[config.mk]
export PLATFORM = sky130hd
export DESIGN_NAME = mem_access_sched
export DESIGN_NICKNAME = d
export VERILOG_FILES = /design/src/rtl/mem_access_sched.sv
export SDC_FILE = /design/constraint.sdc
export NUM_CORES = 1
export LEC_CHECK = 0
export CORE_MARGIN = 5
export CORE_UTILIZATION = 35
export DETAILED_ROUTE_END_ITERATION = 10
export PLACE_DENSITY = 0.79
export SLEW_MARGIN = 20
export SYNTH_ARGS = -nofsm -noshare
export SYNTH_HDL_FRONTEND = slang
export SYNTH_SLANG_ARGS = --single-unit
[constraint.sdc]
create_clock -name clk -period 2.9 [get_ports clk]
set_input_delay 0.29 -clock clk [delete_from_list [all_inputs] [get_ports clk]]
set_output_delay 0.29 -clock clk [all_outputs]
set_load 0.02 [all_outputs]
[src/rtl/mem_access_sched.sv]
// -----------------------------------------------------------------------------
// mem_access_sched
//
// Arbitrates N_REQ iu cores onto one shared Memory instance. It uses a rotating
// priority pointer. The winner's address, write enable and write data are
// latched and held for the whole access. The Memory start/done handshake is
// driven from those latched values. Read data and a one-cycle completion pulse
// go back to the winner.
//
// Optional feature: define MEM_TIMEOUT_EN to add a WAIT-state watchdog. After
// TIMEOUT_CYCLES WAIT cycles without mem_done, the access is aborted. done and
// err pulse together and rdata is cleared. Without the macro, err is tied to 0.
//
// Ports:
//   clk, rst         clock (rising edge), asynchronous active-high reset
//   req, we          per-requester request (level) and write enable
//   addr, wdata      flattened per-requester address / write data
//   grant            one-hot owner of the in-flight transaction
//   done, err        one-cycle completion pulse (to owner) / watchdog abort
//   rdata            read data, valid with done, held until next capture
//   busy             high whenever the FSM is not IDLE
//   mem_start        one-cycle start pulse to Memory
//   mem_addr/we/wdata latched request driven to Memory
//   mem_rdata, mem_done  Memory read data and completion pulse
// -----------------------------------------------------------------------------
module mem_access_sched #(
    parameter int N_REQ          = 3,
    parameter int AW             = 11,
    parameter int DW             = 8,
    parameter int TIMEOUT_CYCLES = 64
) (
    input  logic                clk,
    input  logic                rst,
    input  logic [N_REQ-1:0]    req,
    input  logic [N_REQ-1:0]    we,
    input  logic [N_REQ*AW-1:0] addr,
    input  logic [N_REQ*DW-1:0] wdata,
    output logic [N_REQ-1:0]    grant,
    output logic [N_REQ-1:0]    done,
    output logic [DW-1:0]       rdata,
    output logic                err,
    output logic                busy,
    output logic                mem_start,
    output logic [AW-1:0]       mem_addr,
    output logic                mem_we,
    output logic [DW-1:0]       mem_wdata,
    input  logic [DW-1:0]       mem_rdata,
    input  logic                mem_done
);

    localparam int IW = $clog2(N_REQ);

    // Catch out-of-range configurations at elaboration.
    if (N_REQ < 2 || N_REQ > 8) begin : g_bad_nreq
        $error("mem_access_sched: N_REQ must be in 2..8");
    end
    if (TIMEOUT_CYCLES < 1) begin : g_bad_timeout
        $error("mem_access_sched: TIMEOUT_CYCLES must be >= 1");
    end

    typedef enum logic [1:0] {ST_IDLE, ST_ISSUE, ST_WAIT, ST_RESP} state_t;

    state_t            state_reg, state_next;
    logic [IW-1:0]     ptr_reg;
    logic [IW-1:0]     idx_reg;
    logic [N_REQ-1:0]  grant_reg;
    logic [DW-1:0]     rdata_reg;
    logic [AW-1:0]     mem_addr_reg;
    logic              mem_we_reg;
    logic [DW-1:0]     mem_wdata_reg;

    logic              sel_valid;
    logic [IW-1:0]     sel_idx;
    logic [IW:0]       cand;
    logic              timeout_hit;

    // Per-requester views of the flattened buses.
    logic [AW-1:0] addr_arr  [N_REQ];
    logic [DW-1:0] wdata_arr [N_REQ];

    genvar gi;
    for (gi = 0; gi < N_REQ; gi++) begin : g_unpack
        assign addr_arr[gi]  = addr[gi*AW +: AW];
        assign wdata_arr[gi] = wdata[gi*DW +: DW];
    end

    // Round-robin pick. The scan runs from the far end back toward ptr, so the
    // last hit is the requester closest to ptr. No early exit is needed.
    always_comb begin
        sel_valid = 1'b0;
        sel_idx   = '0;
        cand      = '0;
        for (int off = N_REQ - 1; off >= 0; off--) begin
            cand = {1'b0, ptr_reg} + (IW+1)'(off);
            if (cand >= (IW+1)'(N_REQ)) begin
                cand = cand - (IW+1)'(N_REQ);
            end
            if (req[cand[IW-1:0]]) begin
                sel_valid = 1'b1;
                sel_idx   = cand[IW-1:0];
            end
        end
    end

`ifdef MEM_TIMEOUT_EN
    localparam int CW = $clog2(TIMEOUT_CYCLES + 1);

    logic [CW-1:0] tcnt_reg;
    logic          err_reg;

    // The count is the number of completed WAIT cycles. Seeing TIMEOUT_CYCLES-1
    // during a WAIT cycle means this is the last WAIT cycle allowed.
    // mem_done arriving in that same cycle takes priority over the abort.
    assign timeout_hit = (state_reg == ST_WAIT) && !mem_done &&
                         (tcnt_reg == CW'(TIMEOUT_CYCLES - 1));

    always_ff @(posedge clk or posedge rst) begin
        if (rst) begin
            tcnt_reg <= '0;
            err_reg  <= 1'b0;
        end else begin
            err_reg <= timeout_hit;
            if (state_reg == ST_ISSUE) begin
                tcnt_reg <= '0;
            end else if (state_reg == ST_WAIT) begin
                tcnt_reg <= tcnt_reg + CW'(1);
            end
        end
    end

    assign err = err_reg;
`else
    assign timeout_hit = 1'b0;
    assign err         = 1'b0;
`endif

    always_comb begin
        state_next = state_reg;
        case (state_reg)
            ST_IDLE:  if (sel_valid) state_next = ST_ISSUE;
            ST_ISSUE: state_next = ST_WAIT;
            ST_WAIT:  if (mem_done || timeout_hit) state_next = ST_RESP;
            ST_RESP:  state_next = ST_IDLE;
            default:  state_next = ST_IDLE;
        endcase
    end

    always_ff @(posedge clk or posedge rst) begin
        if (rst) begin
            state_reg     <= ST_IDLE;
            ptr_reg       <= '0;
            idx_reg       <= '0;
            grant_reg     <= '0;
            rdata_reg     <= '0;
            mem_addr_reg  <= '0;
            mem_we_reg    <= 1'b0;
            mem_wdata_reg <= '0;
        end else begin
            state_reg <= state_next;
            case (state_reg)
                ST_IDLE: begin
                    if (sel_valid) begin
                        idx_reg       <= sel_idx;
                        grant_reg     <= {{(N_REQ-1){1'b0}}, 1'b1} << sel_idx;
                        mem_addr_reg  <= addr_arr[sel_idx];
                        mem_we_reg    <= we[sel_idx];
                        mem_wdata_reg <= wdata_arr[sel_idx];
                    end
                end
                ST_WAIT: begin
                    if (mem_done) begin
                        if (!mem_we_reg) rdata_reg <= mem_rdata;
                    end else if (timeout_hit) begin
                        rdata_reg <= '0;
                    end
                end
                ST_RESP: begin
                    ptr_reg   <= (idx_reg == IW'(N_REQ - 1)) ? '0 : idx_reg + IW'(1);
                    grant_reg <= '0;
                end
                default: ;
            endcase
        end
    end

    assign grant     = grant_reg;
    assign done      = (state_reg == ST_RESP) ? grant_reg : '0;
    assign rdata     = rdata_reg;
    assign busy      = (state_reg != ST_IDLE);
    assign mem_start = (state_reg == ST_ISSUE);
    assign mem_addr  = mem_addr_reg;
    assign mem_we    = mem_we_reg;
    assign mem_wdata = mem_wdata_reg;

endmodule

; ---- Yosys cells after proc, flatten, opt, wreduce, memory -nomap -nowiden
; Index checks and enable logic that the tools add are counted.
[op_classes]
bitwise = 2
magnitude_cmp = 8
n_shift = 1
add_sub_neg = 6
mux = 30
n_eq_ne = 6
reduce_logical = 7
[ops]
columns = cell, n
row1 = binary-select mux 11 bit (select 2 bit), 1
row2 = two-way mux 11 bit, 2
row3 = two-way mux 2 bit, 9
row4 = binary-select mux 8 bit (select 2 bit), 1
row5 = two-way mux 8 bit, 2
row6 = less-than comparator 2 x 3 -> 1 bit (second input constant), 4
row7 = binary-select mux 1 bit (select 2 bit), 4
row8 = case mux 2 bit (4 select lines), 1
row9 = two-way mux 1 bit, 7
row10 = == test 2 bit (second input constant), 3
row11 = greater-or-equal comparator 3 x 2 -> 1 bit (second input constant), 2
row12 = two-way mux 3 bit, 2
row13 = case mux 3 bit (2 select lines), 1
row14 = AND reduction 2 bit, 3
row15 = subtractor 2 bit (second input constant), 3
row16 = != test 2 bit (second input constant), 2
row17 = nonzero test 2 bit, 2
row18 = adder 2 x 1 -> 3 bit (second input constant), 1
row19 = adder 2 x 2 -> 3 bit (second input constant), 1
row20 = greater-or-equal comparator 3 bit (second input constant), 1
row21 = NOT 2 -> 3 bit, 1
row22 = AND reduction 3 bit, 1
row23 = left shift 1 x 2 -> 3 bit (first input constant), 1
row24 = adder 2 x 1 -> 2 bit (second input constant), 1
row25 = 4 further kinds, 4
[totals]
elab_cells = 68
ff_bits = 37
output_inout_bits = 37
input_bits = 74

; ---- Depth between registers and ports, before layout
[depth]
depth_word = 12
depth_mapped = 9

; ---- Least setup slack after synthesis
; OpenSTA, ideal clock, no wires.
[synth_path]
kind = reg-to-reg
start = reg ptr_reg[1]
end = reg mem_addr_reg[0], in the netlist mem_addr[0]
path_stages_with_launch = 10
setup_ns = 0.128
path_buffers = 2
synth_period_minus_slack_ns = 2.071
required_time_ns = 2.772
arrival_ns = 1.943
path_slack_ns = 0.829
path_cell_list = dfrtp_1 -> inv_1 -> ha_1 -> buf_6 -> mux2i_1 -> nor2_2 -> o41ai_4 -> buf_6 -> mux2i_1 -> o211ai_2
[synth_between]
elab_chain_cells = 12
word_cells_on_any_way = 28
[synth_rtl]
columns = element, line
row1 = "start, declared", 64  ; logic [IW-1:0] ptr_reg;
row2 = "start signal, assigned", 178  ; ptr_reg <= (idx_reg == IW'(N_REQ - 1)) ? '0 : idx_reg + IW'(1);
row3 = adder 2 x 2 -> 3 bit, 94  ; cand = {1'b0, ptr_reg} + (IW+1)'(off);
row4 = greater-or-equal comparator 3 x 2 -> 1 bit / subtractor 2 bit (equally long branches), "95, 96"
row5 = two-way mux 2 bit, 95  ; if (cand >= (IW+1)'(N_REQ)) begin
row6 = binary-select mux 1 bit (select 2 bit), 98  ; if (req[cand[IW-1:0]]) begin
row7 = two-way mux 1 bit (implied by the code), 98
row8 = two-way mux 2 bit (3 in series), 98
row9 = NOT 2 -> 3 bit (implied by the code), 165  ; mem_addr_reg <= addr_arr[sel_idx];
row10 = binary-select mux 11 bit (select 2 bit), 165
row11 = two-way mux 11 bit (implied by the code) (2 in series), 165
row12 = "end signal, assigned", 165
row13 = "end, declared", 68  ; logic [AW-1:0] mem_addr_reg;
; Parallel ways exist; a longest one is shown, timed or not. The select of a mux whose other input is x is not followed.
; A chain may end at the register's enable or synchronous reset.

; ---- Worst setup path in the final report
[layout_path]
start = reg ptr_reg[1]
end = reg mem_addr_reg[3], in the netlist mem_addr[3]
; The elaborated chain is that of the path after synthesis.

==> impl_results.md <==
* Post-Route Utilization at 55.8%
* Die extent in x at 90.2 µm
* Final hold vios at 0
* Initial antenna violation count at 0
* Relative slew slack at 51.6%
* Required time worst endpoint at 3.07 ns
* MaxCap Viol Count at 0
* Hold_buf cts at 0
* Chip Height at 90.2 µm
* Pwr Density at 1050 nW/µm²
* Root Driver: clkbuf_8
* Final Critical Period at 2.48 ns
* Fmax at 403 MHz
* Yosys reg bits at 37
* Vias per inst at 5.04
* Synth async-reset ratio at 100%
* CTS H-tree lvls at 2
* Synthesized instance count at 208
* Nets@finish at 401
* Period utilisation layout at 85.5%
* Hold Path Class: in -> async
* CP Max Fanout at 21
* Drt pass-1 iters at 4
* P_leak at 1.55 nW
* Outcome: complete, no violations
* Syn_nets at 290
* Ant diodes at 0
* Setup crit start kind: flop
* Max IR drop VDD at 494 µV
* Worst Max-Slew Pin Slew at 0.727 ns
* HPWL Detailed at 5.03 mm
* CTS tree: done
* Filler cells at 557
* Synth cell types at 40
* Share of cells above drive strength 1 at 16.6%
* Critical path's slowest cell: dfrtp_1
* Top_reg_cell synth: dfrtp_1
* Vias in the first global route at 2,128
* Rows at 29
* Postcts setup bufs at 0
* Compound-Gate Fraction of Synth Area at 18.8%
* Register area share after synthesis at 41.2%
* Final ANT Viol Nets at 0
* WS Path Type: reg -> reg
* Post-Synth Simple-Gate Area at 14.6%
* Boundary pin count at 111
* CTS sink count at 37
* Clk buf depth at 2
* # setup viols final at 0
* Setup_tns at 0 ns
* Most used cell, CP: mux2i_1
* XOR/XNOR Fraction of Synth Area at 0%
* RSZ-0062 raised after global routing: false
* Largest net degree at the start of global routing at 38
* Synth warn at 0
* Max reg flops at 11
* Cell taking the most area after synthesis: dfrtp_1
* # DRC at 0
* Post-synth EDFFs at 0
* CP peak stage delay at 0.40 ns
* Skew final at 0.00365 ns
* Total Power at 3.69 mW
* Worst path arrival time at 2.65 ns
* Total track usage at 15.7%
* I/O Buffers at 109
* TritonCTS Buffers at 5
* Area Overhead vs Synth at 56.6%
* Post-CTS Resized at 0
* 1st-iter DRT viols at 75
* Die area at 8130 µm²
* Worst-path clk slew at 0.08 ns
* Global-route congestion overflow total at 0
* Post-synthesis adder-cell area fraction at 4.45%
* DR WL/cell at 16.2 µm
* Multiplexer share of the synthesized area at 15.3%
* Core ar. at 6310 µm²
* DRT Wirelength at 6.45 mm
* Crit path cell chain: inv_1 > ha_1 > mux2i_1 > nor2_2 > o41ai_4 > buf_4 > mux2i_1 > o211ai_2
* Starting density of the core at 35.6%
* Largest family of logic cells by synthesized area: compound AO/OA/AOI/OAI gates
* Via Count at 2,000
* Netlist Area Pre-Place at 2250 µm²
* Worst setup EP type: flop
* Post-synth top area share at 41.2%
* Latest clock arrival within the worst-skew pair at 0.28 ns
* Gpl congestion at 0.777
* First-pass GRT wire length at 10.7 mm
* Avg Synthesized Cell Area at 10.8 µm²
* Area contributors post-synth: dfrtp_1 41%, o211ai_2 11%, mux2i_1 9.8%, mux2_2 5.5%, ha_1 4.5%
* Max Slew Vio Count at 0
layout make-up:
| type | count | area (µm²) | share of cell area, % |
|---|---|---|---|
| tap | 77 | 96.3 | 2.74 |
| clock buffer | 5 | 68.8 | 1.95 |
| sequential | 37 | 926 | 26.3 |
| timing repair buffer | 117 | 1150 | 32.7 |
| clock inverter | 3 | 17.5 | 0.498 |
| multi-input combinational | 148 | 1220 | 34.8 |
| inverter | 10 | 37.5 | 1.07 |
routing by layer:
| metal | vias up | global-route usage [%] | wire length [µm] |
|---|---|---|---|
| li1 | 966 | - | - |
| met1 | 955 | 20.0 | 2730 |
| met2 | 72 | 25.8 | 3150 |
| met3 | 7 | 5.26 | 500 |
| met4 | 0 | 3.85 | 61 |
| met5 | - | 0 | 0 |
Yosys cell counts, drive strengths merged (3+ instances only):
master / count
nand2b: 6
dfrtp: 37
buf: 9
clkbuf: 4
ha: 8
mux2i: 22
nand3: 20
nor2: 4
o211ai: 20
nand2: 24
a21oi: 3
and2: 3
mux2: 11
inv: 10
kinds of logic (layout without fill, tap and decap cells):
family / Yosys count / count (layout)
buffers and inverters: 23 / 135
other: 1 / 1
and+or+nand+nor: 66 / 66
AOI/OAI and AO/OA: 40 / 40
muxes: 33 / 33
DFF: 37 / 37
adders and majority gates: 8 / 8
metrics by stage:
| stage | hold slack (ns) | setup slack [ns] | instances | cell area, µm² |
|---|---|---|---|---|
| floorplan | 0.437 | 0.829 | 208 | 2250 |
| global placement | 0.453 | 0.539 | 389 | 3430 |
| detailed placement | 0.467 | 0.405 | 389 | 3430 |
| CTS | 0.427 | 0.414 | 397 | 3520 |
| global route | 0.470 | 0.242 | 397 | 3520 |
| finish | 0.411 | 0.421 | 397 | 3520 |
worst max-delay path, delay by kind of cell, from the launching register on:
kind,cells,cell delay (ns)
compound gates,2,0.44
flops,1,0.40
fa+ha+maj,1,0.33
mux,2,0.56
buf+inv,2,0.48
simple gates,1,0.13
path summary, 6_finish.rpt:
check	slack, ns	cells past startpoint	startpoint	to
setup / recovery	0.42	8	ptr_reg[1]	mem_addr[3]
max in group asynchronous	2.14	3	rst	grant[2]
setup reg to reg	0.42	8	ptr_reg[1]	mem_addr[3]
hold / removal	0.41	3	rst	rdata[3]
hold reg to reg	0.48	1	idx_reg[0]	ptr_reg[0]
min in group clk	0.48	1	idx_reg[0]	ptr_reg[0]
cells in the final DEF, fill, tap and decap left out, types with 5 or more instances in the layout:
| master | instances |
|---|---|
| dfrtp_1 | 37 |
| o211ai_2 | 19 |
| mux2_2 | 11 |
| clkdlybuf4s50_1 | 109 |
| nand3_1 | 20 |
| nand2_1 | 24 |
| buf_4 | 8 |
| inv_1 | 10 |
| nand2b_1 | 6 |
| ha_1 | 8 |
| mux2i_1 | 22 |
| clkbuf_8 | 5 |
power by group:
part	internal (mW)	total, mW	switching, mW
registers	0.775	0.926	0.151
clock network	0.166	0.355	0.189
logic	1.13	2.41	1.28
No activity file was read; power rests on OpenSTA's default activity.
